`src/rtl/controller_pkg.sv`:
```
// Shared types and encodings for the multi-cycle RV32I controller.
package controller_pkg;

   localparam int unsigned ALU_OP_BITS = 5;
   localparam int unsigned CNT_W       = 8;

   typedef enum logic [6:0] {
      OPC_LOAD   = 7'b0000011,
      OPC_OP_IMM = 7'b0010011,
      OPC_AUIPC  = 7'b0010111,
      OPC_STORE  = 7'b0100011,
      OPC_OP     = 7'b0110011,
      OPC_LUI    = 7'b0110111,
      OPC_BRANCH = 7'b1100011,
      OPC_JALR   = 7'b1100111,
      OPC_JAL    = 7'b1101111
   } opcode_t;

   typedef enum logic [2:0] {
      F3_ADD_SUB = 3'd0,
      F3_SLL     = 3'd1,
      F3_SLT     = 3'd2,
      F3_SLTU    = 3'd3,
      F3_XOR     = 3'd4,
      F3_SRL_SRA = 3'd5,
      F3_OR      = 3'd6,
      F3_AND     = 3'd7
   } funct3_t;

   typedef enum logic [ALU_OP_BITS-1:0] {
      ALU_ADD = 5'd0, ALU_SUB, ALU_SLL, ALU_SLT, ALU_SLTU,
      ALU_XOR, ALU_SRL, ALU_SRA, ALU_OR, ALU_AND,
      ALU_MUL = 5'd10, ALU_MULH, ALU_MULHSU, ALU_MULHU,
      ALU_DIV, ALU_DIVU, ALU_REM, ALU_REMU
   } alu_op_t;

   typedef enum logic [2:0] {
      FETCH  = 3'd0,
      DECODE = 3'd1,
      EXEC   = 3'd2,
      MEM    = 3'd3,
      WB     = 3'd4,
      TRAP   = 3'd5
   } state_t;

   localparam logic [1:0] A_RS1  = 2'd0;
   localparam logic [1:0] A_PC   = 2'd1;
   localparam logic [1:0] A_ZERO = 2'd2;
   localparam logic [1:0] B_RS2  = 2'd0;
   localparam logic [1:0] B_IMM  = 2'd1;
   localparam logic [1:0] B_FOUR = 2'd2;
   localparam logic       ADDR_PC   = 1'b0;
   localparam logic       ADDR_ALU  = 1'b1;
   localparam logic       PCN_PLUS4 = 1'b0;
   localparam logic       PCN_ALU   = 1'b1;
   localparam logic [1:0] RD_ALU = 2'd0;
   localparam logic [1:0] RD_MEM = 2'd1;
   localparam logic [1:0] RD_PC4 = 2'd2;

   // Base integer op from funct3; alt selects SUB/SRA.
   function automatic alu_op_t base_op(input logic [2:0] f3, input logic alt);
      alu_op_t op;
      case (f3)
         F3_ADD_SUB: op = alt ? ALU_SUB : ALU_ADD;
         F3_SLL:     op = ALU_SLL;
         F3_SLT:     op = ALU_SLT;
         F3_SLTU:    op = ALU_SLTU;
         F3_XOR:     op = ALU_XOR;
         F3_SRL_SRA: op = alt ? ALU_SRA : ALU_SRL;
         F3_OR:      op = ALU_OR;
         default:    op = ALU_AND;
      endcase
      return op;
   endfunction

endpackage

```
`src/rtl/multicycle_controller_alu_decoder.sv`:
```
// Combinational opcode/funct decode to ALU op plus legality.
// Optional macro CONTROLLER_MULDIV_EN enables the M-extension R-type encodings.
module alu_decoder
   import controller_pkg::*;
(
   input  logic [6:0] opcode_i,
   input  logic [2:0] funct3_i,
   input  logic [6:0] funct7_i,
   output alu_op_t    alu_op_o,
   output logic       illegal_o
);

   // Decode ALU operation and flag unsupported encodings.
   always_comb begin
      alu_op_o  = ALU_ADD;
      illegal_o = 1'b0;
      case (opcode_i)
         OPC_OP: begin
            if (funct7_i == 7'b0000000) begin
               alu_op_o = base_op(funct3_i, 1'b0);
            end else if (funct7_i == 7'b0100000 &&
                         (funct3_i == F3_ADD_SUB || funct3_i == F3_SRL_SRA)) begin
               alu_op_o = base_op(funct3_i, 1'b1);
`ifdef CONTROLLER_MULDIV_EN
            end else if (funct7_i == 7'b0000001) begin
               alu_op_o = alu_op_t'(ALU_OP_BITS'(ALU_MUL) + ALU_OP_BITS'(funct3_i));
`endif
            end else begin
               illegal_o = 1'b1;
            end
         end
         OPC_OP_IMM: begin
            // Immediate bits sit in funct7 except for shifts, so only SRAI honours bit 5.
            if (funct3_i == F3_SLL) begin
               alu_op_o  = ALU_SLL;
               illegal_o = (funct7_i != 7'b0000000);
            end else if (funct3_i == F3_SRL_SRA) begin
               alu_op_o  = base_op(funct3_i, funct7_i[5]);
               illegal_o = (funct7_i != 7'b0000000) && (funct7_i != 7'b0100000);
            end else begin
               alu_op_o = base_op(funct3_i, 1'b0);
            end
         end
         OPC_LOAD:   illegal_o = (funct3_i == 3'd3) || (funct3_i == 3'd6) || (funct3_i == 3'd7);
         OPC_STORE:  illegal_o = (funct3_i > 3'd2);
         OPC_BRANCH: illegal_o = (funct3_i == 3'd2) || (funct3_i == 3'd3);
         OPC_JALR:   illegal_o = (funct3_i != 3'd0);
         OPC_LUI, OPC_AUIPC, OPC_JAL: illegal_o = 1'b0;
         default:    illegal_o = 1'b1;
      endcase
   end

endmodule

```
`src/rtl/multicycle_controller.sv`:
```
// Multi-cycle RV32I control FSM: FETCH/DECODE/EXEC/MEM/WB with memory timeout trap.
// Optional macro CONTROLLER_MULDIV_EN (passed through to alu_decoder).
module multicycle_controller
   import controller_pkg::*;
#(
   parameter int unsigned ALU_OP_W    = 5,
   parameter int unsigned MEM_TIMEOUT = 16
) (
   input  logic                clock,
   input  logic                reset,
   input  logic [6:0]          opcode,
   input  logic [2:0]          funct3,
   input  logic [6:0]          funct7,
   input  logic                branch_taken,
   input  logic                mem_ready,
   output logic [ALU_OP_W-1:0] alu_control,
   output logic [1:0]          alu_a_sel,
   output logic [1:0]          alu_b_sel,
   output logic                mem_req,
   output logic                mem_we,
   output logic                mem_addr_sel,
   output logic                ir_we,
   output logic                pc_we,
   output logic                pc_next_sel,
   output logic                reg_we,
   output logic [1:0]          reg_data_sel,
   output logic                illegal,
   output logic                mem_fault,
   output logic [2:0]          state_o
);

   localparam logic [CNT_W-1:0] CNT_LIMIT = CNT_W'(MEM_TIMEOUT - 1);

   state_t           state_q, state_d;
   logic [CNT_W-1:0] cnt_q, cnt_d;
   logic             illegal_q, illegal_d;
   logic             fault_q, fault_d;
   alu_op_t          dec_op, alu_op;
   logic             dec_illegal;
   logic [1:0]       ex_a, ex_b;

   alu_decoder u_dec (
      .opcode_i  (opcode),
      .funct3_i  (funct3),
      .funct7_i  (funct7),
      .alu_op_o  (dec_op),
      .illegal_o (dec_illegal)
   );

   // State, wait counter and sticky flags.
   always_ff @(posedge clock) begin
      if (reset) begin
         state_q   <= FETCH;
         cnt_q     <= '0;
         illegal_q <= 1'b0;
         fault_q   <= 1'b0;
      end else begin
         state_q   <= state_d;
         cnt_q     <= cnt_d;
         illegal_q <= illegal_d;
         fault_q   <= fault_d;
      end
   end

   // Next state and control outputs; everything held inactive during reset.
   always_comb begin
      state_d      = state_q;
      illegal_d    = illegal_q;
      fault_d      = fault_q;
      alu_op       = ALU_ADD;
      alu_a_sel    = A_RS1;
      alu_b_sel    = B_RS2;
      mem_req      = 1'b0;
      mem_we       = 1'b0;
      mem_addr_sel = ADDR_PC;
      ir_we        = 1'b0;
      pc_we        = 1'b0;
      pc_next_sel  = PCN_PLUS4;
      reg_we       = 1'b0;
      reg_data_sel = RD_ALU;

      // Operand selection shared by EXEC and WB (WB recomputes the ALU result).
      case (opcode)
         OPC_OP:                          begin ex_a = A_RS1;  ex_b = B_RS2; end
         OPC_LUI:                         begin ex_a = A_ZERO; ex_b = B_IMM; end
         OPC_AUIPC, OPC_BRANCH, OPC_JAL:  begin ex_a = A_PC;   ex_b = B_IMM; end
         default:                         begin ex_a = A_RS1;  ex_b = B_IMM; end
      endcase

      if (!reset) begin
         case (state_q)
            FETCH: begin
               mem_req = 1'b1;
               ir_we   = mem_ready;
               if (mem_ready) state_d = DECODE;
            end
            DECODE: begin
               if (dec_illegal) begin
                  state_d   = TRAP;
                  illegal_d = 1'b1;
               end else begin
                  state_d = EXEC;
               end
            end
            EXEC: begin
               alu_op    = dec_op;
               alu_a_sel = ex_a;
               alu_b_sel = ex_b;
               if (opcode == OPC_BRANCH) begin
                  pc_we       = 1'b1;
                  pc_next_sel = branch_taken;
                  state_d     = FETCH;
               end else if (opcode == OPC_LOAD || opcode == OPC_STORE) begin
                  state_d = MEM;
               end else begin
                  state_d = WB;
               end
            end
            MEM: begin
               mem_req      = 1'b1;
               mem_addr_sel = ADDR_ALU;
               mem_we       = (opcode == OPC_STORE);
               alu_a_sel    = A_RS1;
               alu_b_sel    = B_IMM;
               if (mem_ready) begin
                  if (opcode == OPC_STORE) begin
                     pc_we   = 1'b1;
                     state_d = FETCH;
                  end else begin
                     state_d = WB;
                  end
               end
            end
            WB: begin
               alu_op    = dec_op;
               alu_a_sel = ex_a;
               alu_b_sel = ex_b;
               reg_we    = 1'b1;
               pc_we     = 1'b1;
               if (opcode == OPC_LOAD) begin
                  reg_data_sel = RD_MEM;
               end else if (opcode == OPC_JAL || opcode == OPC_JALR) begin
                  reg_data_sel = RD_PC4;
                  pc_next_sel  = PCN_ALU;
               end
               state_d = FETCH;
            end
            TRAP:    state_d = TRAP;
            default: state_d = FETCH;
         endcase

         // A request left waiting through its last allowed cycle traps.
         if (mem_req && !mem_ready && cnt_q == CNT_LIMIT) begin
            state_d = TRAP;
            fault_d = 1'b1;
         end
      end

      cnt_d = (mem_req && !mem_ready && state_d == state_q) ? CNT_W'(cnt_q + 1'b1) : '0;
   end

   assign alu_control = ALU_OP_W'(alu_op);
   assign illegal     = illegal_q;
   assign mem_fault   = fault_q;
   assign state_o     = state_q;

endmodule

```
`config.mk`:
```
export PLATFORM = sky130hd
export DESIGN_NAME = multicycle_controller
export DESIGN_NICKNAME = d
export VERILOG_FILES = /design/src/rtl/controller_pkg.sv /design/src/rtl/multicycle_controller_alu_decoder.sv /design/src/rtl/multicycle_controller.sv
export SDC_FILE = /design/constraint.sdc
export NUM_CORES = 1
export LEC_CHECK = 0
export CAP_MARGIN = 20
export CORE_MARGIN = 3
export CORE_UTILIZATION = 48
export DETAILED_ROUTE_END_ITERATION = 6
export PLACE_DENSITY = 0.89
export SLEW_MARGIN = 10
export SYNTH_ARGS = -nofsm -noshare
export SYNTH_HDL_FRONTEND = slang
export SYNTH_HIERARCHICAL = 1
export SYNTH_SLANG_ARGS = --single-unit
```
`constraint.sdc`:
```
create_clock -name clock -period 3.3 [get_ports clock]
set_clock_uncertainty 0.05 [all_clocks]
set_input_delay 0.495 -clock clock [delete_from_list [all_inputs] [get_ports clock]]
set_output_delay 0.495 -clock clock [all_outputs]
set_load 0.01 [all_outputs]
```
==> key figures <==
Outcome
  • Outcome: finished clean

Critical path
  • CP dominant cell by count: clkdlybuf4s50_1
  • R2r setup slk: around 1.8 ns
  • RR Endpoint: state_o[2]
  • Crit-path slowest cell: clkdlybuf4s50_1
  • CP startpoint kind: input pin
  • Worst EP required: between 2 and 3 ns
  • Crit-path max FO: 11
  • Worst r2r path cells: 4
  • Largest stage delay, worst path: 0.66 ns
  • Data arrival time of the worst path: 2.65 ns
  • Crit path cell chain: clkdlybuf4s50_1 -> nand3_1 -> or3_1 -> a2111oi_1 -> clkdlybuf4s50_1
  • Crit. End Element: output port
  • RR Startpoint: state_o[2]
  • Worst Path Class, Setup: in -> out

Synth
  • Cell count after synthesis: 163
  • Syn nets: 185
  • Top FF cell, synth: dfxtp_1
  • Count of synthesis-stage warnings from yosys: 6
  • Post-synth EDFFs: 0
  • Largest family of logic cells by synthesized area: simple AND/OR/NAND/NOR gates
  • Post-synthesis cell type count: 50
  • Simple-gate share of the synthesized area: 0.413
  • Post-Syn Area: around 0.0012 sq mm
  • Synth Area in Compound Gates: 0.189
  • Post-Synth Adder-Cell Area: 0.0189
  • Multiplexer share of the synthesized area: 0.0179
  • Mean Syn Cell Area: approximately 7.3 sq um
  • Async SR Flop Fraction: 0
  • XOR/XNOR share of the synthesized area: 0.0588
  • Seq/Total Area, Yosys: 0.218
  • Synthesized flop and latch total: 13

Layout
  • Layout cells sized above 1: 0.0631
  • Diode count: 0
  • Multi-input logic area: 838 sq um
  • FILL cells: about 180
  • Final core occ: 0.726
  • Nets: 229
  • Most common cell after layout, fill and taps aside: clkdlybuf4s50_1
  • Most frequent cells in the layout: 40 x clkdlybuf4s50_1, 21 x nor2_1, 13 x dfxtp_1
  • Register area: 260 sq um
  • Syn-to-layout area delta: 38.7%

Routing
  • Final routed DRC violation total: 0
  • Via/cell ratio: between 5 and 6
  • Post-Route WL: 3.21 mm
  • Routed WL per cell: 13.7 um
  • Remaining antenna violation count: 0
  • Drt pass-1 iters: 4
  • 1st-iter DRT viols: 23
  • Vias: roughly 1400

Power
  • Part of the power in registers: 0.417
  • Clock Power Share: 0.222
  • Net Switching: 140 uW
  • Worst VDD drop: 0.000197 V
  • Pint: 292 uW
  • Leak Pwr: 0.000618 uW
  • Combinational Power Share: 0.361
  • Power density cells: 262 mW/mm^2
  • Net Sw Frac: 0.323

Die
  • Initial Util: 0.523
  • Core area: 0.00228 sq mm
  • Die width: 55.8 um
  • Row cnt: 17
  • Die area: 0.00312 sq mm
  • I/O pins: 44
  • Die H: 55.8 um

Hold path
  • Min-delay src: cnt_q[0]
  • Min-Delay Path Depth: 1
  • Hold path endpoint: cnt_q[0]
  • Min-Delay Path Class: reg -> reg

Global route
  • Tot GR Track Use: 0.210
  • Largest net degree at the start of global routing: 14
  • Initial antenna violation count: 0
  • Grt ovf: 0
  • Vias in the first global route: 1285
  • First-pass GRT wire length: approximately 5.4 mm

CTS
  • Clk slew on worst S/H paths: approximately 0.070 ns
  • Clock root buffer: clkbuf_4
  • Clk Latency, worst-skew pair: 0.27 ns
  • Post-CTS Hold Buffers: 0
  • H-tree levels: 1
  • Clk buf depth: 2
  • Clock sink count: 13
  • CTS Buf Count: 3
  • TritonCTS clock tree: built

STA
  • Setup repair after global routing missed its margin: no
  • Final Cycle Share: 0.970
  • Final setup viols: 0
  • Final Hold Vio Count: 0
  • Final Max Tran Viols: 0
  • TNS Setup: 0 ns
  • Tmin final: 3.20 ns
  • Max Freq: 313 MHz

Run
  • Number of max-cap violations: 0

Placement
  • Final weighted congestion in routability-driven placement: 0.804
  • Hpwl dp: 2.53 mm
  • Port Buffer Count: 41
-- cell type report --
cell class | count | area share
inverters | 9 | 0.0205
multi-input cells | 133 | 0.508
repair buffers | 47 | 0.277
clock buffers | 4 | 0.0159
well taps | 28 | 0.0212
flip-flops and latches | 13 | 0.158
-- flip-flops by register name, summed over array words and instances, names as in the netlist --
| name | flops |
|---|---|
| cnt_q | 8 |
| state_o | 3 |
| illegal | 1 |
| mem_fault | 1 |
-- through the flow --
stage	worst slack, ns	instances	hold WS (ns)	cell area (sq um)	power (uW)
after floorplan	1.26	163	0.363	1190	265
after global placement	0.199	230	0.374	1620	335
after detailed placement	0.118	230	0.381	1620	338
after CTS	0.120	234	0.397	1650	434
after global routing	0.00139	234	0.425	1650	462
final	0.100	234	0.396	1650	432
-- power groups by stage --
stage / clock network [uW] / logic, uW / registers (uW)
after floorplan: 0 / 89.1 / 176
after global placement: 0 / 151 / 183
after detailed placement: 0 / 154 / 183
after CTS: 100 / 155 / 180
after global routing: 109 / 170 / 182
final: 96.1 / 156 / 180
-- worst max path at each step --
stage          startpoint              to  slack, ns
3_5_place_dp    opcode[2]     pc_next_sel       0.12
4_1_cts         opcode[0]  alu_control[0]       0.12
3_3_place_gp    opcode[1]  alu_control[2]       0.20
6_report        opcode[2]     pc_next_sel       0.10
2_1_floorplan       reset    alu_a_sel[1]       1.26
5_1_grt         funct3[2]  alu_control[2]      0.001
-- worst max-delay path: cells and delay by family --
kind | cells | cell delay (ns)
compound gates | 1 | 0.36
simple gates | 2 | 0.52
buf+inv | 2 | 1.28
-- cell families (layout without fill, tap and decap cells) --
family / Yosys count / count (layout)
compound gates: 33 / 33
xor+xnor: 8 / 8
fa+ha+maj: 2 / 2
buf+inv: 17 / 60
flops: 13 / 13
mux: 2 / 2
other cells: 2 / 2
simple gates: 86 / 86
-- what timing repair did --
| action | in CTS | in global routing |
|---|---|---|
| setup buffers | 0 | 0 |
| resized for setup | 0 | 1 |
| endpoints found under the setup margin | 0 | 1 |
-- layer usage --
metal,track usage,routed length (um),up-vias
met2,0.367,1560,57
met3,0.0510,220,9
met4,0.0814,78,0
met1,0.246,1350,617
met5,0,0,-
li1,-,-,674
-- synth_stat cells (3+ instances only) --
| library cell | n | area [sq um] |
|---|---|---|
| a21oi_1 | 5 | 25.0 |
| o21ai_0 | 8 | 40.0 |
| nor2_1 | 21 | 78.8 |
| nor3_1 | 11 | 55.1 |
| nand3_1 | 8 | 40.0 |
| nand3b_1 | 3 | 22.5 |
| buf_4 | 3 | 22.5 |
| xnor2_1 | 3 | 26.3 |
| nand2_1 | 9 | 33.8 |
| nor2b_1 | 5 | 31.3 |
| and3_1 | 4 | 25.0 |
| xor2_1 | 5 | 43.8 |
| nor4_1 | 4 | 25.0 |
| inv_1 | 9 | 33.8 |
| dfxtp_1 | 13 | 260 |
| and2_1 | 6 | 37.5 |
(Power assumes the default switching activity.)
